### src/rtl/ulight_pio_pkg.sv
// Shared definitions for the ulight LED/debug PIO: register addresses and
// the bit positions of the status word read back at OUTCLEAR.
package ulight_pio_pkg;

    localparam logic [2:0] PIO_DATA       = 3'd0;
    localparam logic [2:0] PIO_BLINK_MASK = 3'd1;
    localparam logic [2:0] PIO_PERIOD     = 3'd2;
    localparam logic [2:0] PIO_OUTSET     = 3'd3;
    localparam logic [2:0] PIO_OUTCLEAR   = 3'd4;
    localparam logic [2:0] PIO_PULSE      = 3'd5;
    localparam logic [2:0] PIO_PULSE_LEN  = 3'd6;
    localparam logic [2:0] PIO_RESERVED   = 3'd7;

    // Status word layout returned by a read of PIO_OUTCLEAR.
    localparam int STAT_PHASE_BIT = 0;
    localparam int STAT_BUSY_BIT  = 1;

endpackage

### src/rtl/ulight_pio_divider.sv
// Blink phase generator: toggles phase every `period` cycles. A zero period
// parks the phase high; `load` restarts the half-period from the beginning.
module ulight_pio_divider #(
    parameter int CNT_W = 24
) (
    input  logic             clk,
    input  logic             reset,
    input  logic [CNT_W-1:0] period,
    input  logic             load,
    output logic             phase
);

    localparam logic [CNT_W-1:0] CNT_ONE = CNT_W'(1);

    logic [CNT_W-1:0] cnt;

    // Half-period counter; a restart wins over a wrap in the same cycle.
    // NOTE: sequential state uses non-blocking assignments so every flop
    // samples pre-edge values regardless of statement order.
    always_ff @(posedge clk or posedge reset) begin
        if (reset) begin
            cnt   <= '0;
            phase <= 1'b1;
        end else if (load || period == '0) begin
            cnt   <= '0;
            phase <= 1'b1;
        end else if (cnt == period - CNT_ONE) begin
            cnt   <= '0;
            phase <= ~phase;
        end else begin
            cnt   <= cnt + CNT_ONE;
        end
    end

endmodule

### src/rtl/ulight_fifo_pio_led_ctrl.sv
// Avalon-MM output PIO for LEDs/test pins: static or blinking bits plus a
// one-shot pulse overlay. Outputs depend only on registers, never on the bus.
module ulight_fifo_pio_led_ctrl
    import ulight_pio_pkg::*;
#(
    parameter int               WIDTH       = 5,
    parameter int               CNT_W       = 24,
    parameter logic [WIDTH-1:0] RESET_VALUE = '0
) (
    input  logic             clk,
    input  logic             reset,
    input  logic [2:0]       address,
    input  logic             chipselect,
    input  logic             write_n,
    input  logic [31:0]      writedata,
    output logic [31:0]      readdata,
    output logic [WIDTH-1:0] out_port,
    output logic             pulse_busy
);

    localparam logic [CNT_W-1:0] CNT_ONE = CNT_W'(1);

    logic [WIDTH-1:0] data;
    logic [WIDTH-1:0] blink_mask;
    logic [CNT_W-1:0] period;
    logic [CNT_W-1:0] pulse_len;
    logic [CNT_W-1:0] pulse_cnt;
    logic [WIDTH-1:0] pulse_mask;
    logic             phase;

    logic             wr;
    logic [WIDTH-1:0] wd;
    logic [CNT_W-1:0] wd_cnt;
    logic             period_load;
    logic             pulse_trig;
    logic             unused_wd;

    assign wr          = chipselect && !write_n;
    assign wd          = writedata[WIDTH-1:0];
    assign wd_cnt      = writedata[CNT_W-1:0];
    assign period_load = wr && (address == PIO_PERIOD);
    assign pulse_trig  = wr && (address == PIO_PULSE) && (pulse_len != '0);
    // Upper write-data bits beyond WIDTH/CNT_W are deliberately ignored.
    assign unused_wd   = ^writedata;

    ulight_pio_divider #(
        .CNT_W (CNT_W)
    ) u_divider (
        .clk    (clk),
        .reset  (reset),
        .period (period),
        .load   (period_load),
        .phase  (phase)
    );

    // Register file: plain RW registers plus the OUTSET/OUTCLEAR bit ops.
    always_ff @(posedge clk or posedge reset) begin
        if (reset) begin
            data       <= RESET_VALUE;
            blink_mask <= '0;
            period     <= '0;
            pulse_len  <= '0;
        end else if (wr) begin
            case (address)
                PIO_DATA:       data       <= wd;
                PIO_BLINK_MASK: blink_mask <= wd;
                PIO_PERIOD:     period     <= wd_cnt;
                PIO_OUTSET:     data       <= data | wd;
                PIO_OUTCLEAR:   data       <= data & ~wd;
                PIO_PULSE_LEN:  pulse_len  <= wd_cnt;
                default:        ;
            endcase
        end
    end

    // Pulse overlay: a trigger restarts the countdown and wins over expiry.
    always_ff @(posedge clk or posedge reset) begin
        if (reset) begin
            pulse_cnt  <= '0;
            pulse_mask <= '0;
        end else if (pulse_trig) begin
            pulse_cnt  <= pulse_len;
            pulse_mask <= wd;
        end else if (pulse_cnt != '0) begin
            pulse_cnt  <= pulse_cnt - CNT_ONE;
        end
    end

    assign pulse_busy = (pulse_cnt != '0);
    assign out_port   = (data & ~blink_mask)
                      | (data & blink_mask & {WIDTH{phase}})
                      | (pulse_busy ? pulse_mask : '0);

    // Zero-latency read mux, zero-extended to the bus width.
    // NOTE: the default assignment first keeps this block free of latches.
    always_comb begin
        readdata = '0;
        case (address)
            PIO_DATA:       readdata[WIDTH-1:0] = data;
            PIO_BLINK_MASK: readdata[WIDTH-1:0] = blink_mask;
            PIO_PERIOD:     readdata[CNT_W-1:0] = period;
            PIO_OUTSET:     readdata[WIDTH-1:0] = out_port;
            PIO_OUTCLEAR: begin
                readdata[STAT_BUSY_BIT]  = pulse_busy;
                readdata[STAT_PHASE_BIT] = phase;
            end
            PIO_PULSE:      readdata[CNT_W-1:0] = pulse_cnt;
            PIO_PULSE_LEN:  readdata[CNT_W-1:0] = pulse_len;
            default:        readdata = '0;
        endcase
    end

endmodule

### config.mk
export PLATFORM = sky130hd
export DESIGN_NAME = ulight_fifo_pio_led_ctrl
export DESIGN_NICKNAME = d
export VERILOG_FILES = /design/src/rtl/ulight_pio_pkg.sv /design/src/rtl/ulight_pio_divider.sv /design/src/rtl/ulight_fifo_pio_led_ctrl.sv
export SDC_FILE = /design/constraint.sdc
export NUM_CORES = 1
export LEC_CHECK = 0
export ABC_CLOCK_PERIOD_IN_PS = 9450
export CAP_MARGIN = 20
export CORE_MARGIN = 4
export CORE_UTILIZATION = 45
export CTS_CLUSTER_DIAMETER = 120
export CTS_CLUSTER_SIZE = 30
export DETAILED_ROUTE_END_ITERATION = 12
export GPL_ROUTABILITY_DRIVEN = 0
export PLACE_DENSITY_LB_ADDON = 0.1
export SLEW_MARGIN = 40
export SYNTH_ARGS = -nofsm -noshare
export SYNTH_HDL_FRONTEND = slang
export SYNTH_SLANG_ARGS = --single-unit
### constraint.sdc
create_clock -name clk -period 9.45 [get_ports clk]
set_clock_uncertainty 0.05 [all_clocks]
set_input_delay 2.3625 -clock clk [delete_from_list [all_inputs] [get_ports clk]]
set_output_delay 2.3625 -clock clk [all_outputs]
set_load 0.05 [all_outputs]
==> run metrics <==
core area=~15000 sq um; largest family of logic cells by synthesized area=simple AND/OR/NAND/NOR gates; Post-Synthesis Mean Instance Area=9.76 sq um; Clock Tree Buf Depth=2; Synth top area share=0.411; post-synth top area cell=dfrtp_1; post-cts sizing count=0; Simple-Gate Fraction of Synth Area=0.216; initial antenna violation count=0; Synth Area in XOR/XNOR=0.0947; max_slew headroom=0.477; Worst setup SP type=primary input; sequential share of the synthesized area=0.415; worst slew pin tran=0.781 ns; first-pass GRT wire length=between 20000 and 30000 um; flip-flop and latch count after synthesis=112; CTS Root Cell=clkbuf_16; vias post-DR=5351; Async SR Flop Fraction=1.00; Worst setup EP type=output port; Logic pwr share=0.315; hold-fix buffers at CTS=0; WL final=around 18000 um; port bufs=60; Hold WC Path Type=reg -> reg; Crit path buffers/inverters=4; H-tree levels=3; Sw Pwr=approximately 0.64 mW; top_reg_cell synth=dfrtp_1; Routed wire per std cell=between 15 and 20 um; adder-cell area share of the yosys netlist=0.00556; Internal=roughly 1.1 mW; final instance area=just under 8000 sq um; most used cell, CP=clkdlybuf4s50_1; critical path's slowest cell=clkdlybuf4s50_1; Cell variety after synth=between 60 and 70; hold path depth=2; peak supply drop=around 0.00012 V; Sink Count=about 110; Clk pwr share=0.229; Pins Over Slew Limit=0; area grow syn2layout=14.7%; Post-Syn Instances=692; most frequent cells in the layout=111 x dfrtp_1, 75 x nand2_1, 60 x clkdlybuf4s50_1; Stages on worst setup path=7; Worst path max stage delay=around 0.89 ns; CP Cell Sequence=clkdlybuf4s50_1 > inv_1 > nor2_1 > buf_4 > a22oi_1 > o21ai_0 > clkdlybuf4s50_1; worst-skew pair later-pin latency=0.36 ns; status=finished, final reports clean; TritonCTS clock tree=built; DRC Markers=0; Peak Freq=around 120 MHz; CTS buffer count=9; share of layout cells above drive strength 1=0.162; CP delay by family, top=buffers and inverters; final hold viol count=0; P_leak=roughly 3.1 nW; pin count of the biggest net entering global routing=74; io pins=77; row count=44; ANT nets after route=0; WP data required=7.04 ns; Ant. Diodes=0; Worst-path clk slew=0.07 ns; Yosys warning total=0; RSZ-0062 raised after global routing=false; vias in the first global route=about 5.3k; vias per inst=approximately 5.8; die area=approximately 17000 sq um; GRT Residual Overflow=0; Post-DP HPWL=between 10000 and 15000 um; Post CTS Setup Buffer Count=0; EDFF count, synth=0; power share of the sequential group=0.457; Post-Syn Area=slightly below 7000 sq um; Reg2Reg Depth=10; Cell Area, Placed=7440 sq um; Die W=approximately 130 um; Max Cap Viol=0; GRT Total Usage=0.217; shortest period the worst path allows=8.23 ns; CP Max Fanout=17; Synth Area in Compound Gates=0.122; setup TNS=0 ns; WS Path Type=in -> out; post-synthesis mux area share=0.0988; fin nets=772; Initial Utilization=0.461; fin crit share=0.871; Critical Path AT=~5.8 ns; Hold Slack=roughly 0.45 ns; drt first pass iters=5; pwr dens=around 220 nW/um^2; final setup violation count=0; Synth area leaders=dfrtp_1 41%, mux2_2 8.8%, xnor2_1 4.9%; most common cell after layout, fill and taps aside=dfrtp_1; Die Y=between 100 and 150 um; DRT iter0 DRCs=317; Sw Share=0.379
## layout make-up
cell class              instances  area [sq um]
repair buffers                 70           679
fillers                      1336          6900
flip-flops and latches        112          2800
multi-input cells             526          3690
clock inverters                 5          67.6
inverters                      11          43.8
well taps                     184           230
clock buffers                  10           229
## path summary, 6_finish.rpt
check                               from          endpoint  slack (ns)
max reg2reg                    period[0]  u_divider.cnt[2]        6.14
min reg2reg                pulse_mask[3]     pulse_mask[3]        0.45
min in group asynchronous          reset     blink_mask[4]        2.36
min                        pulse_mask[3]     pulse_mask[3]        0.45
max in group asynchronous          reset      pulse_cnt[2]        5.93
max                           address[1]       readdata[6]        1.22
## cell families (layout without fill, tap and decap cells)
family | count (synthesis) | after routing
AND/OR/NAND/NOR | 255 | 255
adder cells (fa/ha/maj) | 3 | 3
XOR/XNOR | 73 | 73
other | 1 | 8
flip-flops | 112 | 112
AO/OA/AOI/OAI | 127 | 127
multiplexers | 60 | 60
buffers and inverters | 61 | 96
## worst register-to-register path: cells and delay by family (launching register included)
family / cells / cell delay, ns
compound gates: 1 / 0.20
fa+ha+maj: 1 / 0.31
buf+inv: 2 / 0.44
flops: 1 / 0.49
simple gates: 6 / 1.72
## registers in the layout, indices dropped and copies added (netlist names)
name / flops
pulse_len: 24
blink_mask: 5
pulse_mask: 5
u_divider.phase: 1
u_divider.cnt: 24
pulse_cnt: 24
data: 5
period: 24
## routing by layer
metal,share of wire,vias up,global-route usage
met3,0.035,23,0.0354
met2,0.47,104,0.338
li1,-,2566,-
met5,0,-,0
met1,0.48,2658,0.315
met4,0.016,0,0.0599
## stage by stage
| step | instances | setup slack, ns | util | power, mW |
|---|---|---|---|---|
| floorplan | 699 | 2.52 | - | 1.14 |
| global placement | 903 | 1.38 | 0.507 | 1.29 |
| detailed placement | 903 | 1.37 | 0.508 | 1.31 |
| CTS | 918 | 1.34 | 0.529 | 1.70 |
| global route | 918 | 1.12 | 0.529 | 1.80 |
| finish | 918 | 1.22 | 0.529 | 1.70 |
## power by group through the flow
stage / clock [mW] / combinational (mW) / sequential, mW
final: 0.389 / 0.535 / 0.776
after global routing: 0.416 / 0.586 / 0.795
after CTS: 0.397 / 0.537 / 0.770
after detailed placement: 0 / 0.534 / 0.779
after global placement: 0 / 0.520 / 0.772
after floorplan: 0 / 0.441 / 0.703
## cells in the mapped netlist (5+ instances only)
library cell	n
dfrtp_1	111
nand2_1	75
mux2_2	53
o21ai_0	48
xnor2_1	38
xor2_1	35
clkbuf_1	32
nor2_1	27
nor3_1	24
a22oi_1	22
nand3_1	22
nor3_2	21
nor4_1	13
a22o_1	11
inv_1	11
a21oi_1	10
and3_1	9
nand2b_1	9
nand4_1	9
a31oi_1	8
buf_4	8
mux2i_1	7
o31ai_1	7
or3_1	7
and4_1	6
nand3b_1	5
or4_1	5
Note: power is estimated with default switching activity, not from simulation.
